## src/rtl/zc_fm_demod_if.sv

```systemverilog
// ---------------------------------------------------------------------------
// zc_fm_demod_if
//   Sample/result bundle for the zero-crossing FM demodulator.
//
//   Signals
//     enableclk     sample strobe from the source
//     insample      signed sample, meaningful only while enableclk=1
//     period        last measured period in enableclk ticks
//     period_valid  one-clock pulse when period is updated
//     timeout       one-clock pulse on carrier loss
//     locked        high while a valid period stream is present
//
//   Modports
//     master  sample source / consumer of results (testbench, upstream logic)
//     slave   the demodulator itself
// ---------------------------------------------------------------------------
interface zc_fm_demod_if #(
    parameter int DATA_W = 32,
    parameter int CNT_W  = 20
);
    // Handshake: there is no backpressure. The demodulator consumes insample
    // on every rising clock edge where enableclk=1; the source must present a
    // new sample with each strobe. period_valid and timeout are single-clock
    // pulses that the consumer must take on the clock they are high; period
    // and locked are levels that hold until the next update.
    logic                     enableclk;
    logic signed [DATA_W-1:0] insample;
    logic        [CNT_W-1:0]  period;
    logic                     period_valid;
    logic                     timeout;
    logic                     locked;

    modport master (
        output enableclk,
        output insample,
        input  period,
        input  period_valid,
        input  timeout,
        input  locked
    );

    modport slave (
        input  enableclk,
        input  insample,
        output period,
        output period_valid,
        output timeout,
        output locked
    );
endinterface

```

## src/rtl/zc_fm_demod.sv

```systemverilog
// ---------------------------------------------------------------------------
// zc_fm_demod
//   Zero-crossing FM demodulator. Measures the number of enableclk ticks
//   between successive rising zero crossings of a signed sampled sinusoid.
//   The resulting period stream is the demodulated baseband (period is
//   inversely proportional to instantaneous frequency). A hysteresis band
//   around zero rejects noise, and a tick timeout declares carrier loss.
//
//   Parameters
//     DATA_W   sample width, two's complement
//     CNT_W    width of the period counter and period output
//     HYST     hysteresis magnitude, 0 <= HYST < 2**(DATA_W-1)
//     TIMEOUT  ticks without a rising crossing that declare carrier loss
//
//   Ports
//     clock      system clock, rising edge
//     reset      synchronous, active-high
//     bus        zc_fm_demod_if.slave (enableclk, insample, period,
//                period_valid, timeout, locked)
//     state_dbg  current FSM state (0 INIT, 1 ARM, 2 HI, 3 LO)
//
//   Build option
//     ZC_FM_DEMOD_AVG4_EN  when defined, period is the truncated mean of the
//                          last four raw measurements, and period_valid /
//                          locked first assert on the fourth measurement.
// ---------------------------------------------------------------------------
module zc_fm_demod #(
    parameter int DATA_W  = 32,
    parameter int CNT_W   = 20,
    parameter int HYST    = 0,
    parameter int TIMEOUT = 2**CNT_W - 1
) (
    input  logic                clock,
    input  logic                reset,
    zc_fm_demod_if.slave        bus,
    output logic [1:0]          state_dbg
);

    typedef enum logic [1:0] {
        S_INIT = 2'd0,   // waiting for a negative sample
        S_ARM  = 2'd1,   // negative seen, waiting for the first rising crossing
        S_HI   = 2'd2,   // positive half, counting
        S_LO   = 2'd3    // negative half, counting, next POS closes a period
    } state_t;

    localparam logic signed [DATA_W-1:0] HYST_P = DATA_W'(HYST);
    localparam logic signed [DATA_W-1:0] HYST_N = -HYST_P;
    localparam logic        [CNT_W-1:0]  TO_CNT = CNT_W'(TIMEOUT);
    localparam logic        [CNT_W-1:0]  CNT_MAX = {CNT_W{1'b1}};

    // Registered state
    state_t             state_q, state_d;
    logic [CNT_W-1:0]   cnt_q, cnt_d;
    logic [CNT_W-1:0]   period_q, period_d;
    logic               valid_q, valid_d;
    logic               timeout_q, timeout_d;
    logic               locked_q, locked_d;

    // Sample classification; samples inside the band are neither
    logic               is_pos;
    logic               is_neg;

    // Combinational helpers
    logic [CNT_W-1:0]   raw_period;
    logic               meas;      // rising crossing closes a measurement
    logic               to_hit;    // carrier-loss detected on this tick

`ifdef ZC_FM_DEMOD_AVG4_EN
    // hist_q[0] is the most recent raw period
    logic [CNT_W-1:0]   hist_q [4];
    logic [CNT_W-1:0]   hist_d [4];
    logic [1:0]         fill_q, fill_d;   // raw periods seen, saturating at 3
    logic [CNT_W+1:0]   sum4;
`endif

    assign is_pos = (bus.insample >= HYST_P);
    assign is_neg = (bus.insample <  HYST_N);

    // With TIMEOUT at the counter maximum, a crossing at cnt==TIMEOUT would
    // make cnt+1 overflow; clamp so the reported period never wraps to 0.
    assign raw_period = (cnt_q == CNT_MAX) ? CNT_MAX : cnt_q + 1'b1;

    // -----------------------------------------------------------------------
    // Next-state and output logic
    // -----------------------------------------------------------------------
    always_comb begin
        state_d   = state_q;
        cnt_d     = cnt_q;
        period_d  = period_q;
        valid_d   = 1'b0;
        timeout_d = 1'b0;
        locked_d  = locked_q;
        meas      = 1'b0;
        to_hit    = 1'b0;
`ifdef ZC_FM_DEMOD_AVG4_EN
        hist_d = hist_q;
        fill_d = fill_q;
        sum4   = {2'b00, raw_period} + {2'b00, hist_q[0]}
               + {2'b00, hist_q[1]}  + {2'b00, hist_q[2]};
`endif

        if (bus.enableclk) begin
            unique case (state_q)
                S_INIT: begin
                    cnt_d = '0;
                    if (is_neg) state_d = S_ARM;
                end
                S_ARM: begin
                    // First crossing only starts the count; no measurement.
                    cnt_d = '0;
                    if (is_pos) state_d = S_HI;
                end
                S_HI: begin
                    // No rising crossing is possible in the positive half,
                    // so reaching the limit here is always carrier loss.
                    if (cnt_q == TO_CNT) begin
                        to_hit = 1'b1;
                    end else begin
                        cnt_d = cnt_q + 1'b1;
                        if (is_neg) state_d = S_LO;
                    end
                end
                S_LO: begin
                    // A crossing wins over a timeout on the same tick.
                    if (is_pos) begin
                        meas    = 1'b1;
                        cnt_d   = '0;
                        state_d = S_HI;
                    end else if (cnt_q == TO_CNT) begin
                        to_hit = 1'b1;
                    end else begin
                        cnt_d = cnt_q + 1'b1;
                    end
                end
                default: state_d = S_INIT;
            endcase
        end

        if (to_hit) begin
            // period deliberately keeps its last value
            timeout_d = 1'b1;
            locked_d  = 1'b0;
            cnt_d     = '0;
            state_d   = S_INIT;
`ifdef ZC_FM_DEMOD_AVG4_EN
            fill_d = '0;
            for (int i = 0; i < 4; i++) hist_d[i] = '0;
`endif
        end

        if (meas) begin
`ifdef ZC_FM_DEMOD_AVG4_EN
            hist_d[0] = raw_period;
            hist_d[1] = hist_q[0];
            hist_d[2] = hist_q[1];
            hist_d[3] = hist_q[2];
            // Three earlier periods plus this one make a full window.
            if (fill_q == 2'd3) begin
                period_d = sum4[CNT_W+1:2];
                valid_d  = 1'b1;
                locked_d = 1'b1;
            end else begin
                fill_d = fill_q + 2'd1;
            end
`else
            period_d = raw_period;
            valid_d  = 1'b1;
            locked_d = 1'b1;
`endif
        end
    end

    // -----------------------------------------------------------------------
    // State register
    // -----------------------------------------------------------------------
    always_ff @(posedge clock) begin
        if (reset) begin
            state_q   <= S_INIT;
            cnt_q     <= '0;
            period_q  <= '0;
            valid_q   <= 1'b0;
            timeout_q <= 1'b0;
            locked_q  <= 1'b0;
        end else begin
            state_q   <= state_d;
            cnt_q     <= cnt_d;
            period_q  <= period_d;
            valid_q   <= valid_d;
            timeout_q <= timeout_d;
            locked_q  <= locked_d;
        end
    end

`ifdef ZC_FM_DEMOD_AVG4_EN
    always_ff @(posedge clock) begin
        if (reset) begin
            fill_q <= '0;
            for (int i = 0; i < 4; i++) hist_q[i] <= '0;
        end else begin
            fill_q <= fill_d;
            for (int i = 0; i < 4; i++) hist_q[i] <= hist_d[i];
        end
    end
`endif

    assign bus.period       = period_q;
    assign bus.period_valid = valid_q;
    assign bus.timeout      = timeout_q;
    assign bus.locked       = locked_q;
    assign state_dbg        = state_q;

endmodule

```

## src/flat_wrapper.sv

```systemverilog
// flat-port wrapper written by rule: the top's interface ports become plain ports
module zc_fm_demod_flat 
#(
    parameter int DATA_W  = 32,
    parameter int CNT_W   = 20,
    parameter int HYST    = 0,
    parameter int TIMEOUT = 2**CNT_W - 1
)
  (clock, reset, state_dbg, bus_enableclk, bus_insample, bus_period, bus_period_valid, bus_timeout, bus_locked);
  zc_fm_demod_if #(.DATA_W(DATA_W), .CNT_W(CNT_W)) bus_i ();
  input  logic clock;
  input  logic reset;
  output logic [1:0] state_dbg;
  input wire logic [$bits(bus_i.enableclk)-1:0] bus_enableclk;
  input wire logic [$bits(bus_i.insample)-1:0] bus_insample;
  output wire logic [$bits(bus_i.period)-1:0] bus_period;
  output wire logic [$bits(bus_i.period_valid)-1:0] bus_period_valid;
  output wire logic [$bits(bus_i.timeout)-1:0] bus_timeout;
  output wire logic [$bits(bus_i.locked)-1:0] bus_locked;
  assign bus_i.enableclk = bus_enableclk;
  assign bus_i.insample = bus_insample;
  assign bus_period = bus_i.period;
  assign bus_period_valid = bus_i.period_valid;
  assign bus_timeout = bus_i.timeout;
  assign bus_locked = bus_i.locked;
  zc_fm_demod #(.DATA_W(DATA_W), .CNT_W(CNT_W), .HYST(HYST), .TIMEOUT(TIMEOUT)) u_core (.clock(clock), .reset(reset), .bus(bus_i), .state_dbg(state_dbg));
endmodule
```

## config.mk

```make
export PLATFORM = sky130hd
export DESIGN_NAME = zc_fm_demod_flat
export DESIGN_NICKNAME = d
export VERILOG_FILES = /design/src/rtl/zc_fm_demod_if.sv /design/src/rtl/zc_fm_demod.sv /design/src/flat_wrapper.sv
export SDC_FILE = /design/constraint.sdc
export NUM_CORES = 1
export LEC_CHECK = 0
export BUFFER_PORTS_ARGS = -buffer_cell sky130_fd_sc_hd__buf_2
export CORE_MARGIN = 3
export CORE_UTILIZATION = 58
export CTS_BUF_LIST = sky130_fd_sc_hd__clkbuf_2 sky130_fd_sc_hd__clkbuf_4 sky130_fd_sc_hd__clkbuf_8
export DETAILED_ROUTE_END_ITERATION = 8
export GPL_ROUTABILITY_DRIVEN = 0
export HOLD_SLACK_MARGIN = 0.03
export PLACE_DENSITY = 0.87
export REMOVE_ABC_BUFFERS = 1
export SLEW_MARGIN = 20
export SYNTH_ARGS = -nofsm -noshare
export SYNTH_HDL_FRONTEND = slang
export SYNTH_SLANG_ARGS = --single-unit
```

## constraint.sdc

```tcl
create_clock -name clock -period 3.3 [get_ports clock]
set_clock_uncertainty 0.1 [all_clocks]
set_input_delay 0.495 -clock clock [delete_from_list [all_inputs] [get_ports clock]]
set_output_delay 0.495 -clock clock [all_outputs]
set_load 0.05 [all_outputs]
```

Yosys cells after proc, flatten, opt, wreduce, memory -nomap -nowiden. Index checks and enable logic that the tools add are counted. Widths: inputs -> output; s select.

Flip-flop bits (word level): 45. Output and inout bits: 25. Word-level logic and storage cells: 43.

Add/subtract/negate cells: 1. $lt $le $gt $ge: 2. Eq/ne operators: 8. Muxes and demuxes: 20. Reductions and logical operators: 6.

Operator list (number): $mux 20 (3); $pmux 20 s3 (1); $ge 32x1->1 const B (1); $lt 32x1->1 const B (1); $add 20x1->20 const B (1); $eq 20x20->1 const B (1); $mux 1 (10); $mux 2 (4); $ne 2x1->1 const B (3); $pmux 2 s3 (1); $reduce_or 2->1 (3); $reduce_and 5->1 (1); $eq 2x2->1 const B (2); $eq 2x1->1 const B (1); $logic_not 2->1 (1); $ne 2x2->1 const B (1); $pmux 1 s2 (1); $reduce_bool 2->1 (1).

Longest topological paths before layout. Gate-level depths: netlist (run 1).

Word-level depth: 7. Mapped depth: 9.

Worst setup path after synthesis (run 1). No wires, ideal clock.

Kind: register to register. Start: register u_core.cnt_q[0]. End: register u_core.cnt_q[0]. Setup time: 70 ps. Data arrival time: 1984 ps. Required time: 3130 ps. Setup slack: 1146 ps. Cell stages (with the launch flop): 10. Period minus slack after synthesis: 2154 ps. Path through: dfxtp_1 > ha_1 > and4_2 > and3_1 > and2_1 > clkbuf_1 > inv_1 > ha_1 > nand3_1 > a21oi_1.

Cells in the longest elaborated chain, start to end: 6. Elaborated cells between the ends (all ways): 10.

RTL lines: start: declaration (line zc_fm_demod.sv:53) `logic [CNT_W-1:0] cnt_q, cnt_d;`; start signal: assignment (line zc_fm_demod.sv:186) `cnt_q <= cnt_d;`; branches (longest 6 deep; another with $add 20x1->20).

Parallel ways; which one is timed is not known. A chain may end at the register's enable or synchronous reset.

Worst setup path in the final report (run 1).
Start: register u_core.cnt_q[0]. End: register u_core.cnt_q[9].

Same word-level chain as after synthesis.

==> results by group, run 1 <==
Floorplan
  • Core Region: 0.00349 mm2
  • Initial Util: between 60% and 70%
  • Ports: 60
  • Area of the die: 0.00460 mm2
  • Die Ht: 67.8 um
  • Row count: 21
  • DIE WIDTH: 67.8 um

Pwr
  • Worst vdd rail ir drop: 0.000232 V
  • Final Power: about 0.95 mW
  • Leak: 0.860 nW
  • PwrDens: just under 400 mW/mm2

Clock network
  • CTS clock-pin slew for the worst setup and hold paths: about 0.080 ns
  • Clock Sinks: 45
  • Root Driver: clkbuf_8
  • CTS H-tree depth: 2
  • Post-cts resize count: 0
  • Clock Latency Late Sink: 0.30 ns
  • CTS tree: built
  • Cts bufs inserted: 5
  • Postcts setup bufs: 0
  • Cts hold-fix bufs: 0
  • Longest Clk Path Bufs: 2

Routing
  • Remaining DRCs: 0
  • Wirelength per Cell: 15.1 um
  • Met3 routed wirelength: 279 um
  • Met2 WL: roughly 2.4 mm
  • ANT nets after route: 0
  • Final wirelength: 5.06 mm
  • Vias per inst: 6.21
  • Via count: 2,086
  • 1st-iter DRT viols: 201
  • Met1 Wirelength: 2.38 mm
  • First-pass DRT Iterations: 4
  • Top routing layer in use: met4

Logic synthesis
  • Mapped Cells: 270
  • Post-synth ARST share: 0%
  • Sequential area share after synthesis: 40.7%
  • Post-synth EDFFs: 0
  • Flops & latches, synth: 45
  • Syn Std Cell Area: about 0.0022 mm2
  • Primary FF master, synth: dfxtp_1
  • Mapped Avg Cell Area: 8.20 um2
  • Warnings, synthesis: 0
  • Synth cell types: 43

STA
  • Setup TNS: 0 ns
  • Period utilization: 75.9%
  • Minimum clock period: approximately 2.5 ns
  • RSZ-0062 raised after global routing: no
  • Fmax: 399 MHz
  • Min Hold Slack: 0.365 ns
  • Worst Tran Pin Value: roughly 0.75 ns
  • Slew headroom: around 50%
  • Final Max Slew Viols: 0
  • Final hold vios: 0
  • Setup violators final: 0

Cells and area
  • Final instance area: 0.00242 mm2
  • Commonest cells after routing, fill and taps aside: dfxtp_1, nand2_1, buf_2
  • Area Growth Syn to Fin: 9.43%
  • Final nets: about 330
  • Most common cell after layout, fill and taps aside: dfxtp_1
  • Antenna cell count: 0
  • Share of cells above drive strength 1: roughly 16%

Global route
  • Total congestion overflow: 0
  • Initial antenna violation count: 0
  • Largest net degree at the start of global routing: 28
  • Vias in the first global route: 1,827
  • GRT Overall Usage: 23.8%
  • First-pass GRT wire length: 8.29 mm

Setup path
  • CP Capture Type: register
  • Critical path depth: 7
  • Worst Setup Path Type: register to register
  • Worst Path Arrival: 2.63 ns
  • Largest delay share family, worst path: compound AO/OA/AOI/OAI gates
  • Slowest-stage cell, CP: a21oi_1
  • Crit path cell chain: ha_1 -> and4_2 -> and3_1 -> a21oi_1 -> buf_4 -> nand3_1 -> a31oi_1
  • Reg2Reg Depth: 7
  • Worst Path Max Fanout: 8
  • Setup crit start kind: register
  • WP buf/inv: 1
  • WP data required: 3.42 ns
  • CP peak stage delay: roughly 0.62 ns

Place
  • Dpl hpwl: 3.32 mm
  • I/O Buffers: 28
  • Post-Place Cell Area: about 0.0023 mm2

Worst hold path
  • Hold Path Stages: 2
  • Min-Delay Path Class: register to register

Job
  • Max-cap viol count: 0

Run status
  • Status: complete, no violations
==> metrics by stage <==
stage,utilization [%],worst slack [ns],cells
2_1_floorplan,-,1.14,251
3_3_place_gp,66.5,0.928,328
3_5_place_dp,66.5,0.867,328
4_1_cts,69.4,0.841,336
5_1_grt,69.4,0.645,336
6_report,69.4,0.794,336
==> power breakdown <==
group | leakage (nW) | switching, mW | internal [mW]
Combinational | 0.443 | 0.0285 | 0.00781
Clock | 0.0542 | 0.180 | 0.189
Sequential | 0.363 | 0.00144 | 0.544
Total | 0.860 | 0.210 | 0.741
==> path summary, 6_finish.rpt <==
path,startpoint,endpoint,slack (ns)
worst max register to register,u_core.cnt_q[0],u_core.cnt_q[9],0.79
worst min register to register,u_core.bus.period[16],u_core.bus.period[16],0.37
worst max-delay path,u_core.cnt_q[0],u_core.cnt_q[9],0.79
worst min-delay path,u_core.bus.period[16],u_core.bus.period[16],0.37
==> synthesized netlist by cell type (all sizes together), types with 2 or more instances <==
master	instances	share of area [%]
clkbuf	12	2.5
nand2	30	5.1
o21ai	25	5.6
nand3b	4	1.4
nand3	21	5.3
nand4	8	2.3
nor4	2	0.56
nor2	14	2.4
xnor2	11	4.4
and4	6	2.6
inv	5	0.85
dfxtp	45	41
ha	2	1.1
a31oi	13	3.7
and2	3	0.85
and3	3	1.1
buf	7	2.5
a21oi	25	5.6
or3	2	0.56
nor3	7	1.6
or4	7	2.6
o211ai	2	0.68
a211oi	2	0.68
xor2	6	2.4
==> state kept, by name, indices dropped and copies added (netlist names) <==
name,count
u_core.bus.timeout,1
u_core.state_dbg,2
u_core.bus.locked,1
u_core.cnt_q,20
u_core.bus.period,20
u_core.bus.period_valid,1
==> kinds of logic (layout without fill, tap and decap cells) <==
group | count (synthesis) | after routing | share of synthesized area, %
AOI/OAI and AO/OA | 71 | 71 | 17.9
xor gates and xnor gates | 17 | 17 | 6.72
adders and majority gates | 2 | 2 | 1.13
buffers and inverters | 24 | 44 | 5.93
DFF | 45 | 45 | 40.7
and+or+nand+nor | 111 | 111 | 27.7
==> tightest hold or removal path, delay by kind of cell (launching register included) <==
kind               cells  cell delay (ns)
AOI/OAI and AO/OA      1             0.05
DFF                    1             0.32
and+or+nand+nor        1             0.05
==> per-layer routing <==
layer	up-vias	GRT usage [%]
li1	1019	-
met1	993	32.0
met2	68	36.9
met3	6	5.16
met4	0	9.43
met5	-	0
==> cell type report <==
cell class | count | area, um2
Clock inverter | 1 | 5.00
Multi-Input combinational cell | 201 | 1180
Inverter | 5 | 18.8
Sequential cell | 45 | 901
Fill cell | 309 | 1070
Tap cell | 46 | 57.6
Timing Repair Buffer | 31 | 163
Clock buffer | 7 | 96.3
Power figures use the tool's default switching activity.
==> run 2: changes to the inputs <==
- CORE_UTILIZATION: 58 -> 54
- PLACE_DENSITY: 0.87 -> 0.82
- clock period: 3.3 -> 2.4 ns (I/O delays scaled with it)
==> results by group, run 2 (same netlist as run 1, synthesis figures left out) <==
Pwr
  • Leak: 0.918 nW (+6.8%)
  • PwrDens: 512 mW/mm2 (+30%)
  • Net Sw Power: 0.281 mW (+33%)
  • Clock power share: 37.4% (-1.5 points)
  • Reg power frac: 58.4% (+1.1 points)
  • Sw Ratio: 21.9% (-0.24 points)
  • Worst vdd rail ir drop: 0.000475 V (+100%)
  • Combinational fraction of design power: 4.2% (+0.4 points)
  • Int Pwr: 1.00 mW (+35%)

Cells and area
  • Fill count: 335 (+8.4%)
  • Cell Count, Final, Fillers Out: 350 (+4.2%)
  • Most common cell after layout, fill and taps aside: dfxtp_1
  • Area Growth Syn to Fin: 13.2%
  • Commonest cells after routing, fill and taps aside: dfxtp_1, nand2_1, buf_2
  • Final instance area: 0.00251 mm2 (+3.4%)
  • Final nets: 338 (+3.7%)
  • FF/Latch Area: 901 um2 (unchanged)
  • Antenna cell count: 0 (unchanged)
  • Share of cells above drive strength 1: 19.5% (+3.3 points)
  • Multi-input gate area: 0.00118 mm2 (unchanged)

Setup path
  • CP startpoint: u_core.cnt_q[0]
  • Worst Path Arrival: 2.30 ns (-0.33 ns)
  • CP Capture Type: register
  • Slowest-stage cell, CP: or4_1
  • R2r startpoint: u_core.cnt_q[0]
  • Crit path cell chain: ha_1 -> and4_2 -> and3_1 -> a21o_1 -> or4_1 -> a31oi_1
  • Setup crit start kind: register
  • Worst Setup Path Type: register to register
  • WP data required: 2.52 ns (-0.90 ns)
  • CP peak stage delay: 0.49 ns (-0.13 ns)
  • Worst Path Max Fanout: 5 (-3)

STA
  • RSZ-0062 raised after global routing: no
  • Period utilization: 90.7% (+15 points)
  • Slew headroom: 59.5% (+9.6 points)
  • Final hold vios: 0 (unchanged)
  • Final WS setup: 0.223 ns (-0.571 ns)
  • Setup TNS: 0 ns (unchanged)
  • Final Max Slew Viols: 0 (unchanged)
  • Fmax: 459 MHz (+15%)
  • Worst Tran Pin Value: 0.602 ns (-0.148 ns)
  • Minimum clock period: 2.18 ns (-0.329 ns)
  • Setup violators final: 0 (unchanged)

Clock network
  • Postcts setup bufs: 0 (unchanged)
  • Clock Latency Late Sink: 0.30 ns (about the same)
  • CTS tree: built
  • Clock Sinks: 45 (unchanged)
  • Cts hold-fix bufs: 0 (unchanged)
  • Longest Clk Path Bufs: 2 (unchanged)
  • Root Driver: clkbuf_8
  • CTS H-tree depth: 2 (unchanged)
  • Cts bufs inserted: 5 (unchanged)
  • Post-cts resize count: 0 (unchanged)
  • CTS clock-pin slew for the worst setup and hold paths: 0.08 ns (about the same)

Floorplan
  • Row count: 22 (+4.8%)
  • Ports: 60 (unchanged)
  • Initial Util: 58.3% (-5.1 points)
  • Die Ht: 70.0 um (+3.3%)
  • Core Region: 0.00380 mm2 (+8.7%)
  • DIE WIDTH: 70.0 um (+3.3%)
  • Area of the die: 0.00491 mm2 (+6.7%)

Routing
  • Wirelength per Cell: 14.8 um (-1.7%)
  • 1st-iter DRT viols: 161 (-20%)
  • Via count: 2,052 (-1.6%)
  • First-pass DRT Iterations: 4 (unchanged)
  • ANT nets after route: 0 (unchanged)
  • Final wirelength: 5.18 mm (+2.4%)
  • Remaining DRCs: 0 (unchanged)
  • Vias per inst: 5.86 (-5.6%)

Global route
  • Vias in the first global route: 1,789 (-2.1%)
  • Total congestion overflow: 0 (unchanged)
  • First-pass GRT wire length: 8.58 mm (+3.4%)
  • GRT Overall Usage: 21.7% (-2.1 points)
  • Initial antenna violation count: 0 (unchanged)
  • Largest net degree at the start of global routing: 28 (unchanged)

Run status
  • Status: complete, no violations

Job
  • Max-cap viol count: 0 (unchanged)

Place
  • Dpl hpwl: 3.55 mm (+7.1%)
  • Post-Place Cell Area: 0.00241 mm2 (+4.0%)
  • DP Cell Count: 342 (+4.3%)
  • I/O Buffers: 28 (unchanged)
  • Worst slack at placement: 0.246 ns (-0.622 ns)

Worst hold path
  • Min-Delay Path Class: primary input to register
  • Worst hold start: bus_insample[31]
[run 2: cell types whose count changed in the layout (fill, tap and decap cells not counted), sizes merged]
cell | previous run | this run
clkbuf | 7 | 8
clkinv | 1 | 0
buf | 31 | 43
[run 2: per-layer routing]
metal  wire length (um)  global-route usage (%)
met1               2380                    28.6
met2               2400                    34.4
met3                324                    4.32
met4                 77                    8.72
met5                  0                       0
[run 2: metrics by stage]
step                util, %  power, mW  hold WS (ns)
finish                 66.0       1.28         0.277
global placement       63.6      0.821         0.342
detailed placement     63.6      0.822         0.349
global route           66.0       1.34         0.277
floorplan                 -      0.792         0.329
CTS                    66.0       1.30         0.271
[run 2: worst paths after layout]
path / to / slack (ns) / cells after the start
worst max register to register: u_core.cnt_q[3] / 0.22 / 6
worst min register to register: u_core.bus.period[16] / 0.36 / 2
worst min-delay path: u_core.state_dbg[0] / 0.28 / 3
worst max-delay path: u_core.cnt_q[3] / 0.22 / 6
[run 2: cell type report]
type | count | share of cell area [%]
Tap cell | 48 | 2.40
Clock buffer | 8 | 3.64
Multi-Input combinational cell | 201 | 47.2
Timing Repair Buffer | 43 | 10.1
Sequential cell | 45 | 35.9
Inverter | 5 | 0.749
[run 2: power by group through the flow]
| stage | registers, mW | clock network [mW] | logic [mW] |
|---|---|---|---|
| finish | 0.750 | 0.480 | 0.0538 |
| global route | 0.751 | 0.529 | 0.0590 |
| CTS | 0.750 | 0.494 | 0.0539 |
| detailed placement | 0.768 | 0 | 0.0539 |
| global placement | 0.768 | 0 | 0.0535 |
| floorplan | 0.775 | 0 | 0.0171 |
[run 2: critical path, delay by kind of cell, from the launching register on]
kind | cells | cell delay (ns)
compound gates | 2 | 0.43
fa+ha+maj | 1 | 0.23
flops | 1 | 0.36
simple gates | 3 | 0.98
==> run 3: changes to the inputs <==
--- a/config.mk
+++ b/config.mk
@@ -11,4 +11,4 @@
 export CTS_BUF_LIST = sky130_fd_sc_hd__clkbuf_2 sky130_fd_sc_hd__clkbuf_4 sky130_fd_sc_hd__clkbuf_8
+export CTS_CLUSTER_DIAMETER = 40
 export DETAILED_ROUTE_END_ITERATION = 8
-export GPL_ROUTABILITY_DRIVEN = 0
 export HOLD_SLACK_MARGIN = 0.03
==> constraint.sdc (replaced) <==
create_clock -name clock -period 2.4 [get_ports clock]
set_clock_uncertainty 0.1 [all_clocks]
set_input_delay 0.12 -clock clock [delete_from_list [all_inputs] [get_ports clock]]
set_output_delay 0.12 -clock clock [all_outputs]
set_load 0.05 [all_outputs]
==> results by group, run 3 (same netlist as run 1, synthesis figures left out) <==
Setup path
  • CP Capture Type: register
  • Worst Path Arrival: 2.26 ns (-0.04 ns)
  • CP startpoint: u_core.cnt_q[3]
  • R2r startpoint: u_core.cnt_q[3]
  • Worst Setup Path Type: register to register
  • Setup crit start kind: register
  • WP data required: 2.52 ns (about the same)
  • Worst Path Max Fanout: 8 (+3)

Pwr
  • Leak: 0.921 nW (+0.30%)
  • PwrDens: 510 mW/mm2 (-0.37%)
  • Net Sw Power: 0.281 mW (+0.19%)
  • Worst vdd rail ir drop: 0.000430 V (-9.5%)
  • Combinational fraction of design power: 4.2% (about the same)
  • Reg power frac: 58.5% (about the same)
  • Sw Ratio: 21.9% (+0.045 points)
  • Int Pwr: 1.00 mW (about the same)
  • Clock power share: 37.3% (about the same)

Floorplan
  • Core Region: 0.00380 mm2 (unchanged)
  • Ports: 60 (unchanged)
  • DIE WIDTH: 70.0 um (unchanged)
  • Area of the die: 0.00491 mm2 (unchanged)
  • Initial Util: 58.3% (unchanged)
  • Row count: 22 (unchanged)
  • Die Ht: 70.0 um (unchanged)

Worst hold path
  • Worst hold start: bus_enableclk
  • Min-Delay Path Class: primary input to register

Clock network
  • Longest Clk Path Bufs: 2 (unchanged)
  • Clock Sinks: 45 (unchanged)
  • Root Driver: clkbuf_8
  • CTS clock-pin slew for the worst setup and hold paths: 0.08 ns (about the same)
  • Clock Latency Late Sink: 0.30 ns (about the same)
  • CTS tree: built
  • CTS H-tree depth: 2 (unchanged)
  • Post-cts resize count: 0 (unchanged)
  • Cts bufs inserted: 5 (unchanged)

Run status
  • Status: complete, no violations

Place
  • Routability Congestion: 0.923
  • Dpl hpwl: 3.54 mm (-0.28%)
  • Post-Place Cell Area: 0.00241 mm2 (unchanged)
  • I/O Buffers: 28 (unchanged)

STA
  • Final Max Slew Viols: 0 (unchanged)
  • Setup violators final: 0 (unchanged)
  • Worst Tran Pin Value: 0.562 ns (-0.0406 ns)
  • Final hold vios: 0 (unchanged)
  • Period utilization: 89.2% (-1.5 points)
  • Slew headroom: 62.5% (+3.0 points)
  • RSZ-0062 raised after global routing: no
  • Minimum clock period: 2.14 ns (-0.0369 ns)
  • Setup TNS: 0 ns (unchanged)
  • Fmax: 467 MHz (+1.7%)

Global route
  • First-pass GRT wire length: 8.53 mm (-0.56%)
  • Largest net degree at the start of global routing: 28 (unchanged)
  • Total congestion overflow: 0 (unchanged)
  • Initial antenna violation count: 0 (unchanged)
  • GRT Overall Usage: 21.5% (-0.12 points)
  • Vias in the first global route: 1,789 (unchanged)

Cells and area
  • Final instance area: 0.00251 mm2 (+0.35%)
  • Commonest cells after routing, fill and taps aside: dfxtp_1, nand2_1, buf_2
  • Share of cells above drive strength 1: 19.2% (-0.33 points)
  • Most common cell after layout, fill and taps aside: dfxtp_1
  • Area Growth Syn to Fin: 13.6%
  • Antenna cell count: 0 (unchanged)
  • Final nets: 339 (+0.30%)
  • Fill count: 348 (+3.9%)

Routing
  • Final wirelength: 5.08 mm (-1.9%)
  • Wirelength per Cell: 14.5 um (-1.9%)
  • 1st-iter DRT viols: 149 (-7.5%)
  • Via count: 2,085 (+1.6%)
  • ANT nets after route: 0 (unchanged)
  • Remaining DRCs: 0 (unchanged)
  • Vias per inst: 5.96 (+1.6%)
  • First-pass DRT Iterations: 4 (unchanged)

Job
  • Max-cap viol count: 0 (unchanged)
run 3: per-layer routing:
metal	up-vias	track usage, %	part of all wire (%)
li1	1045	-	-
met1	959	29.7	46
met2	74	32.5	46
met3	7	4.75	7.1
met4	0	8.51	1.4
met5	-	0	0
run 3: final cells by class:
cell class | count | area, um2 | share of cell area (%)
clock buffer | 7 | 90.1 | 3.58
inverter | 5 | 18.8 | 0.746
multi-input combinational | 201 | 1180 | 47.0
sequential | 45 | 901 | 35.8
tap | 48 | 60.1 | 2.39
timing repair buffer | 44 | 263 | 10.4
run 3: power by group through the flow:
stage	registers, mW	logic, mW	clock network (mW)
after floorplan	0.775	0.0171	0
after global placement	0.768	0.0515	0
after detailed placement	0.768	0.0520	0
after CTS	0.750	0.0522	0.490
after global routing	0.751	0.0586	0.534
final	0.750	0.0538	0.479
run 3: final timing paths:
| check | cells past startpoint | slack (ns) | end |
|---|---|---|---|
| setup / recovery | 5 | 0.26 | u_core.cnt_q[15] |
| hold / removal | 3 | 0.15 | u_core.cnt_q[7] |
| setup reg to reg | 5 | 0.26 | u_core.cnt_q[15] |
| hold reg to reg | 2 | 0.36 | u_core.bus.period[16] |
run 3: metrics by stage:
| stage | instances | setup WS [ns] | util [%] | hold slack, ns | power [mW] |
|---|---|---|---|---|---|
| after global placement | 342 | 0.323 | 63.6 | 0.342 | 0.819 |
| final | 350 | 0.260 | 66.2 | 0.146 | 1.28 |
| after detailed placement | 342 | 0.299 | 63.6 | 0.347 | 0.820 |
| after floorplan | 251 | 0.243 | - | 0.0891 | 0.792 |
| after CTS | 349 | 0.292 | 65.9 | 0.0310 | 1.29 |
| after global routing | 350 | 0.116 | 66.2 | 0.147 | 1.34 |
run 3: worst max-delay path, cell delays in order (launching register included):
cell     delay [ns]
dfxtp_1        0.47
and4_4         0.31
nand3_4        0.11
or4_4          0.51
or4_1          0.41
a31oi_1        0.16
run 3: what timing repair did:
item / in CTS / in global routing
buffers inserted: 0 / 0
hold buffers: 0 / 1
setup endpoints to repair: 0 / 0
hold endpoints to repair: 0 / 1
